==> src/rtl/l1_dcache_ctrl.sv <==
// Direct-mapped, write-back, write-allocate L1 data cache controller.
// Hits complete in the issuing cycle; misses run an optional writeback, then a line refill.
module l1_dcache_ctrl #(
    parameter int LINES     = 16,
    parameter int WORDS     = 4,
    parameter int ADDR_BITS = 12
) (
    input  logic        clock,
    input  logic        reset,
    input  logic        cpu_ren,
    input  logic        cpu_wen,
    input  logic [31:0] cpu_addr,
    input  logic [31:0] cpu_din,
    output logic [31:0] cpu_dout,
    output logic        cpu_stall,
    output logic        mem_ren,
    output logic        mem_wen,
    output logic [31:0] mem_addr,
    output logic [31:0] mem_din,
    input  logic [31:0] mem_dout,
    output logic [31:0] hit_count,
    output logic [31:0] miss_count
);
    localparam int OFF = $clog2(WORDS);
    localparam int IDX = $clog2(LINES);
    localparam int TAG = ADDR_BITS - IDX - OFF;
    localparam logic [OFF-1:0] CNT_LAST = OFF'(WORDS - 1);

    typedef enum logic [1:0] {IDLE, WB, REFILL} state_t;

    state_t                 state_q, state_d;
    logic [OFF-1:0]         cnt_q, cnt_d;
    logic [ADDR_BITS-1:0]   miss_addr_q, miss_addr_d;
    logic [31:0]            hit_count_q, hit_count_d;
    logic [31:0]            miss_count_q, miss_count_d;
    logic [LINES-1:0]       valid_q;
    logic [LINES-1:0]       dirty_q;
    logic [TAG-1:0]         tag_q  [LINES];
    logic [31:0]            data_q [LINES][WORDS];

    logic [OFF-1:0] cpu_off;
    logic [IDX-1:0] cpu_idx, m_idx;
    logic [TAG-1:0] cpu_tag, m_tag;
    logic           req, hit;
    logic           store_hit, refill_we, refill_done, wb_done;
    logic           unused_addr_bits;

    assign cpu_off = cpu_addr[OFF-1:0];
    assign cpu_idx = cpu_addr[OFF+IDX-1:OFF];
    assign cpu_tag = cpu_addr[ADDR_BITS-1:OFF+IDX];
    assign m_idx   = miss_addr_q[OFF+IDX-1:OFF];
    assign m_tag   = miss_addr_q[ADDR_BITS-1:OFF+IDX];
    assign unused_addr_bits = ^{cpu_addr[31:ADDR_BITS], miss_addr_q[OFF-1:0]};

    assign req        = cpu_ren | cpu_wen;
    assign hit        = valid_q[cpu_idx] && (tag_q[cpu_idx] == cpu_tag);
    assign cpu_dout   = data_q[cpu_idx][cpu_off];
    assign hit_count  = hit_count_q;
    assign miss_count = miss_count_q;

    always_comb begin
        state_d      = state_q;
        cnt_d        = cnt_q;
        miss_addr_d  = miss_addr_q;
        hit_count_d  = hit_count_q;
        miss_count_d = miss_count_q;
        cpu_stall    = 1'b0;
        mem_ren      = 1'b0;
        mem_wen      = 1'b0;
        mem_addr     = 32'd0;
        mem_din      = 32'd0;
        store_hit    = 1'b0;
        refill_we    = 1'b0;
        refill_done  = 1'b0;
        wb_done      = 1'b0;
        case (state_q)
            IDLE: begin
                // Reset forces the stall low even with a request pending.
                cpu_stall = reset & req & ~hit;
                if (req && hit) begin
                    hit_count_d = hit_count_q + 32'd1;
                    store_hit   = cpu_wen;
                end else if (req) begin
                    miss_count_d = miss_count_q + 32'd1;
                    miss_addr_d  = cpu_addr[ADDR_BITS-1:0];
                    cnt_d        = '0;
                    state_d      = (valid_q[cpu_idx] && dirty_q[cpu_idx]) ? WB : REFILL;
                end
            end
            WB: begin
                cpu_stall = 1'b1;
                mem_wen   = 1'b1;
                mem_addr  = {{(32-ADDR_BITS){1'b0}}, tag_q[m_idx], m_idx, cnt_q};
                mem_din   = data_q[m_idx][cnt_q];
                cnt_d     = cnt_q + 1'b1;
                if (cnt_q == CNT_LAST) begin
                    wb_done = 1'b1;
                    cnt_d   = '0;
                    state_d = REFILL;
                end
            end
            REFILL: begin
                cpu_stall = 1'b1;
                mem_ren   = 1'b1;
                mem_addr  = {{(32-ADDR_BITS){1'b0}}, m_tag, m_idx, cnt_q};
                refill_we = 1'b1;
                cnt_d     = cnt_q + 1'b1;
                if (cnt_q == CNT_LAST) begin
                    refill_done = 1'b1;
                    cnt_d       = '0;
                    state_d     = IDLE;
                end
            end
            default: state_d = IDLE;
        endcase
    end

    always_ff @(posedge clock or negedge reset) begin
        if (!reset) begin
            state_q      <= IDLE;
            cnt_q        <= '0;
            miss_addr_q  <= '0;
            hit_count_q  <= 32'd0;
            miss_count_q <= 32'd0;
            valid_q      <= '0;
            dirty_q      <= '0;
        end else begin
            state_q      <= state_d;
            cnt_q        <= cnt_d;
            miss_addr_q  <= miss_addr_d;
            hit_count_q  <= hit_count_d;
            miss_count_q <= miss_count_d;
            if (store_hit)
                dirty_q[cpu_idx] <= 1'b1;
            if (wb_done || refill_done)
                dirty_q[m_idx] <= 1'b0;
            if (refill_done)
                valid_q[m_idx] <= 1'b1;
        end
    end

    // Tag and data storage are deliberately left uninitialised by reset.
    always_ff @(posedge clock) begin
        if (store_hit)
            data_q[cpu_idx][cpu_off] <= cpu_din;
        if (refill_we)
            data_q[m_idx][cnt_q] <= mem_dout;
        if (refill_done)
            tag_q[m_idx] <= m_tag;
    end
endmodule
==> config.mk <==
export PLATFORM = sky130hd
export DESIGN_NAME = l1_dcache_ctrl
export DESIGN_NICKNAME = d
export VERILOG_FILES = /design/src/rtl/l1_dcache_ctrl.sv
export SDC_FILE = /design/constraint.sdc
export NUM_CORES = 2
export LEC_CHECK = 0
export BUFFER_PORTS_ARGS = -buffer_cell sky130_fd_sc_hd__buf_4
export CELL_PAD_IN_SITES_DETAIL_PLACEMENT = 1
export CELL_PAD_IN_SITES_GLOBAL_PLACEMENT = 1
export CORE_ASPECT_RATIO = 2
export CORE_UTILIZATION = 50
export DETAILED_ROUTE_END_ITERATION = 6
export PLACE_DENSITY_LB_ADDON = 0.1
export SYNTH_ARGS = -nofsm -noshare
export SYNTH_HDL_FRONTEND = slang
export SYNTH_SLANG_ARGS = --single-unit
export TNS_END_PERCENT = 1
==> constraint.sdc <==
create_clock -name clock -period 7.6 [get_ports clock]
set_input_delay 0 -clock clock [delete_from_list [all_inputs] [get_ports clock]]
set_output_delay 0 -clock clock [all_outputs]
set_load 0.02 [all_outputs]
---- After elaboration in Yosys (flattened, before gate mapping) ----
Memory sizes are Yosys's and may differ from the RTL's.
Index checks and enable logic that the tools add are counted.
storage, ports and cells
  flip-flop bits (word level) ............. 112
  RAM bits ................................ 2144
  bits of input ports ..................... 100
  output and inout bits ................... 163
  logic and storage cells ................. 104
  memories ................................ 2
cells by class
  add/subtract/negate cells ............... 3
  order comparisons ....................... 8
  equal/unequal tests ..................... 8
  multiplexer cells ....................... 49
  bitwise gates (word level) .............. 11
  reductions and logical operators ........ 16
memory list
  memory  depth  width  read ports  clocked after Yosys merged registers in  write ports  line  RTL
  data_q  16     128    2           0                                        1            39    logic [31:0] data_q [LINES][WORDS];
  tag_q   16     6      2           0                                        1            38    logic [TAG-1:0] tag_q [LINES];
operators with widths
  operator                                                           count
  2-to-1 mux 128 bit                                                 4
  2-to-1 mux 32 bit                                                  7
  binary-select mux 32 bit (select 2 bit)                            2
  demux 32 bit (select 2 bit)                                        2
  OR reduction 128 bit                                               1
  adder 32 x 1 -> 32 bit, second input constant                      2
  2-to-1 mux 16 bit                                                  2
  OR 16 bit                                                          2
  case mux 12 bit (2 select lines)                                   1
  AND 16 bit                                                         1
  2-to-1 mux 2 bit                                                   8
  NOT 16 bit                                                         1
  2-to-1 mux 1 bit                                                   15
  < comparator 4 x 5 -> 1 bit, second input constant                 2
  binary-select mux 1 bit (select 4 bit)                             2
  demux 1 bit (select 4 bit)                                         2
  greater-or-equal comparator 4 x 1 -> 1 bit, second input constant  2
  inequality test 2 bit, second input constant                       4
  logical AND 1 bit                                                  7
  == test 6 bit                                                      1
  greater-or-equal comparator 3 bit, second input constant           2
  < comparator 3 x 1 -> 1 bit, second input constant                 2
  NOT 2 -> 3 bit                                                     2
  case mux 2 bit (3 select lines)                                    1
  16 further kinds                                                   20

---- Logic depth before layout (Yosys ltp) ----
  word-level depth ........................ 9
  mapped depth ............................ 13
  mapped depth without buffers ............ 8

---- Least setup slack after synthesis ----
Ideal clock, no wire load.
  kind .................................... reg-to-reg
  start ................................... register cnt_q[1]
  end ..................................... memory data_q[11][64] (netlist name) (enable)
  library setup time ...................... 0.421 ns
  data arrival time ....................... 4.194 ns
  required time ........................... 7.179 ns
  path slack .............................. 2.985 ns
  stages on the path, launching flop included .. 10
  path buffers ............................ 4
  clock period less this slack ............ 4.615 ns
  cells stage by stage .................... dfrtp_1 -> clkbuf_1 -> clkbuf_1 -> inv_1 -> ha_1 -> o41ai_1 -> clkbuf_1 -> a32oi_1 -> clkbuf_1 -> nor2_1
on the way
  cells in the longest elaborated chain, start to end .. 8
  elaborated cells on any way between the ends .. 10
  classes of those cells .................. 2 x order compare; 5 x mux; 1 x bitwise; 2 x reduce/logical
ends and longest elaborated chain
  what                                                                                                    line  RTL
  from (decl)                                                                                             32    logic [OFF-1:0] cnt_q, cnt_d;
  from (signal assigned)                                                                                  129   cnt_q <= cnt_d;
  NOT 2 -> 3 bit (implied by the code) *                                                                  147   data_q[m_idx][cnt_q] <= mem_dout;
  greater-or-equal comparator 3 bit (implied by the code) or < comparator 3 x 1 -> 1 bit (tied branches)  147
  logical AND 1 bit (implied by the code)                                                                 147
  2-to-1 mux 32 bit (implied by the code)                                                                 147
  demux 32 bit (select 2 bit) *                                                                           147
  2-to-1 mux 128 bit (implied by the code) *                                                              147
  OR reduction 128 bit (no line)                                                                          n/a
  2-to-1 mux 4 bit (no line) or 2-to-1 mux 128 bit (tied branches)                                        n/a
  to (decl)                                                                                               39
Every way passes the cells marked *; elsewhere a longest branch is shown, timed or not.

---- Worst setup path in the final report ----
  start ................................... input port cpu_addr[2]
  end ..................................... output port cpu_dout[22]
on the way
  cells in the longest elaborated chain, start to end .. 4
ends and longest elaborated chain
  what                                                   line  RTL
  from (decl)                                            12    input logic [31:0] cpu_addr,
  memory (16 x 128 bit)                                  n/a
  binary-select mux 32 bit (select 2 bit)                57    assign cpu_dout = data_q[cpu_idx][cpu_off];
  2-to-1 mux 32 bit (implied by the code) (2 in series)  57
  to (decl)                                              14    output logic [31:0] cpu_dout,
No other way between the ends. The select of a mux whose other input is x is not followed.

==> impl_metrics.ini <==
[yosys]
synth_edf_count = 2144
syn_avg_cell_area_um2 = 22.53
synth-main-ff-cell = edfxtp_1
ys_top_cells_by_area = edfxtp_1, mux4_2, dfrtp_1, clkbuf_1, mux2_2
synth.most_common_cell = edfxtp_1
synth-seq-cells = 2254
syn_inst = 4624
yosysSeqAreaShare = 0.6445
yosysTopAreaCell = edfxtp_1
yosys_warnings = 0
synth_commonest_cells = edfxtp_1, mux4_2, clkbuf_1
synthArstFlopShare = 0.04880
synth_cell_types = 55
yosys.area.top_type_share = 0.6181
syn_area_um2 = 104200

[pwr]
p_leak_nw = 36.51
power-per-cell-area_nw_per_um2 = 333.6
vdd_drop_max_mv = 0.4450

[worst_setup_path]
worst-endpoint-arrival_ps = 5420
required_ps = 7600
critPathKind = in2out
startpoint_type = input pin
cp-end-kind = output port
crit_fanout = 57

[clock_network]
cts_tree = done
insertion_delay_ps = 880
clock_sinks = 2254
h-tree-depth = 4
clkTransAtPathRegs_ps = 60
clock_path_buffers = 4
cts_buffers = 207
cts-root-buf = clkbuf_16

[layout]
stdcell_count = 7773
seq_area_um2 = 67150
fillers = 17090
syn2layout_area_growth_pct = 12.24
layout.nets = 4985
layout-drive-gt1-share = 0.4418
multi_input_area_um2 = 36010

[global_route]
grt_pass1_vias = 59620
antenna_found_initial = 9
grt_pass1_wl_mm = 476.6
overflow = 0
grt.total_usage = 0.3333
grt_max_degree = 130

[sta]
hold_violations = 0
rsz0062_at_grt = no
skew_ps = 55.13
relSlewSlack = 0.1134
fmax_mhz = 184.4
setup_tns_ps = 0
min_period_ps = 5422
fin_crit_sh = 0.7135
slew_violations = 0
setup_viol = 0
tightest_slew_ps = 1325
setup_slack_ps = 2178

[die]
coreArea_um2 = 206700
dieWidth_um = 324.7
fp-row-count = 236
dieHeight_um = 647.5
io_pins = 263
dieArea_um2 = 210300
initial_utilization = 0.5039

[placement]
pre_cts_ws_ps = 2281
hpwl_mm = 200.1
io_buffers = 222
globalplace.congestion = 0.8641
placed_cells = 7386

[min_path]
hp-class = in2reg

[detailed_routing]
drtAntennaViolNets = 0
route.detailed.wl_per_inst_um = 44.45
wirelength_mm = 345.5
dr.pass1.iters = 5
avgViaCountPerCell = 7.143
dr.first_iter.drc_count = 6127
drc = 0
vias = 55520

[status]
outcome = complete, no violations

[job]
cap_violations = 0
==> worst max-delay path, stage by stage <==
cell,delay (ps)
dlygate4sd3_1,570
buf_8,440
buf_4,620
buf_4,680
buf_4,860
mux4_2,610
mux4_2,620
mux4_2,620
buf_4,210
==> per-layer routing <==
| metal | wire (um) | up-vias | part of all wire | track usage |
|---|---|---|---|---|
| met4 | 24250 | 4 | 0.070 | 0.1983 |
| met1 | 113100 | 30840 | 0.33 | 0.3870 |
| li1 | - | 20980 | - | - |
| met5 | 27 | - | 0.000078 | 0 |
| met3 | 25440 | 833 | 0.074 | 0.05076 |
| met2 | 182700 | 2871 | 0.53 | 0.5862 |
==> state kept, by name (all words and copies together) (netlist names) <==
name         cells
data_q        2048
tag_q           96
hit_count       32
miss_count      32
dirty_q         16
valid_q         16
miss_addr_q     10
cnt_q            2
state_q          2
==> layout by cell type (no fill, tap or decap), types with 38 or more instances in the layout <==
| master | instances |
|---|---|
| and2_1 | 43 |
| buf_12 | 47 |
| buf_4 | 331 |
| clkbuf_16 | 209 |
| clkinv_1 | 41 |
| clkinv_2 | 42 |
| dfrtp_1 | 105 |
| edfxtp_1 | 2144 |
| mux2_2 | 44 |
| mux4_2 | 1404 |
| nand2_1 | 53 |
| nor2_1 | 58 |
| nor2_4 | 64 |
| xnor2_1 | 38 |
==> metrics by stage <==
step           total power, mW  hold slack (ps)    util  instance area [um2]
5_1_grt                  39.94            50.08  0.5656               116900
3_5_place_dp             28.70            70.48  0.5327               110100
4_1_cts                  39.18            32.85  0.5656               116900
6_report                 39.00            69.14  0.5656               116900
2_1_floorplan            23.96           -295.6       -               104200
3_3_place_gp             28.47            63.20  0.5327               110100
==> power breakdown <==
group	internal, mW	switching (mW)
clock network	5.87	4.75
registers	15.5	0.529
logic	5.22	7.09
total	26.6	12.4
==> cell type report <==
| type | instances | area share |
|---|---|---|
| timing repair buffer | 399 | 0.03142 |
| clock inverter | 122 | 0.01032 |
| clock buffer | 244 | 0.04612 |
| sequential | 2254 | 0.5744 |
| inverter | 10 | 0.0003425 |
| tap | 2737 | 0.02929 |
| multi-input combinational | 2003 | 0.3080 |
| antenna | 4 | 0.00008562 |
==> final timing paths <==
check | start | end | depth (start not counted) | slack (ps)
worst max register to register | cnt_q[1]$_DFFE_PN0P_ | data_q[3][20]$_DFFE_PP_ | 9 | 2360
min in group asynchronous | reset | miss_count[29]$_DFFE_PN0P_ | 4 | 300
worst min-delay path | cpu_addr[7] | miss_addr_q[7]$_DFFE_PN0P_ | 3 | 70
worst max-delay path | cpu_addr[2] | cpu_dout[22] | 9 | 2180
worst min register to register | valid_q[2]$_DFFE_PN0P_ | valid_q[2]$_DFFE_PN0P_ | 1 | 470
max in group asynchronous | reset | cnt_q[1]$_DFFE_PN0P_ | 4 | 6270
==> repair_timing <==
action                                 in CTS  in global routing
hold buffers                               17                  0
endpoints found under the hold margin      84                  0
setup buffers                               0                  0
resized for setup                           0                  0
==> cell families after synthesis <==
group	synth area share
AO/OA/AOI/OAI	0.004913
XOR/XNOR	0.005550
adder cells (fa/ha/maj)	0.001201
buffers and inverters	0.01590
flip-flops	0.6445
multiplexers	0.3098
other	0.00003600
AND/OR/NAND/NOR	0.01810
Note: power is estimated with default switching activity, not from simulation.
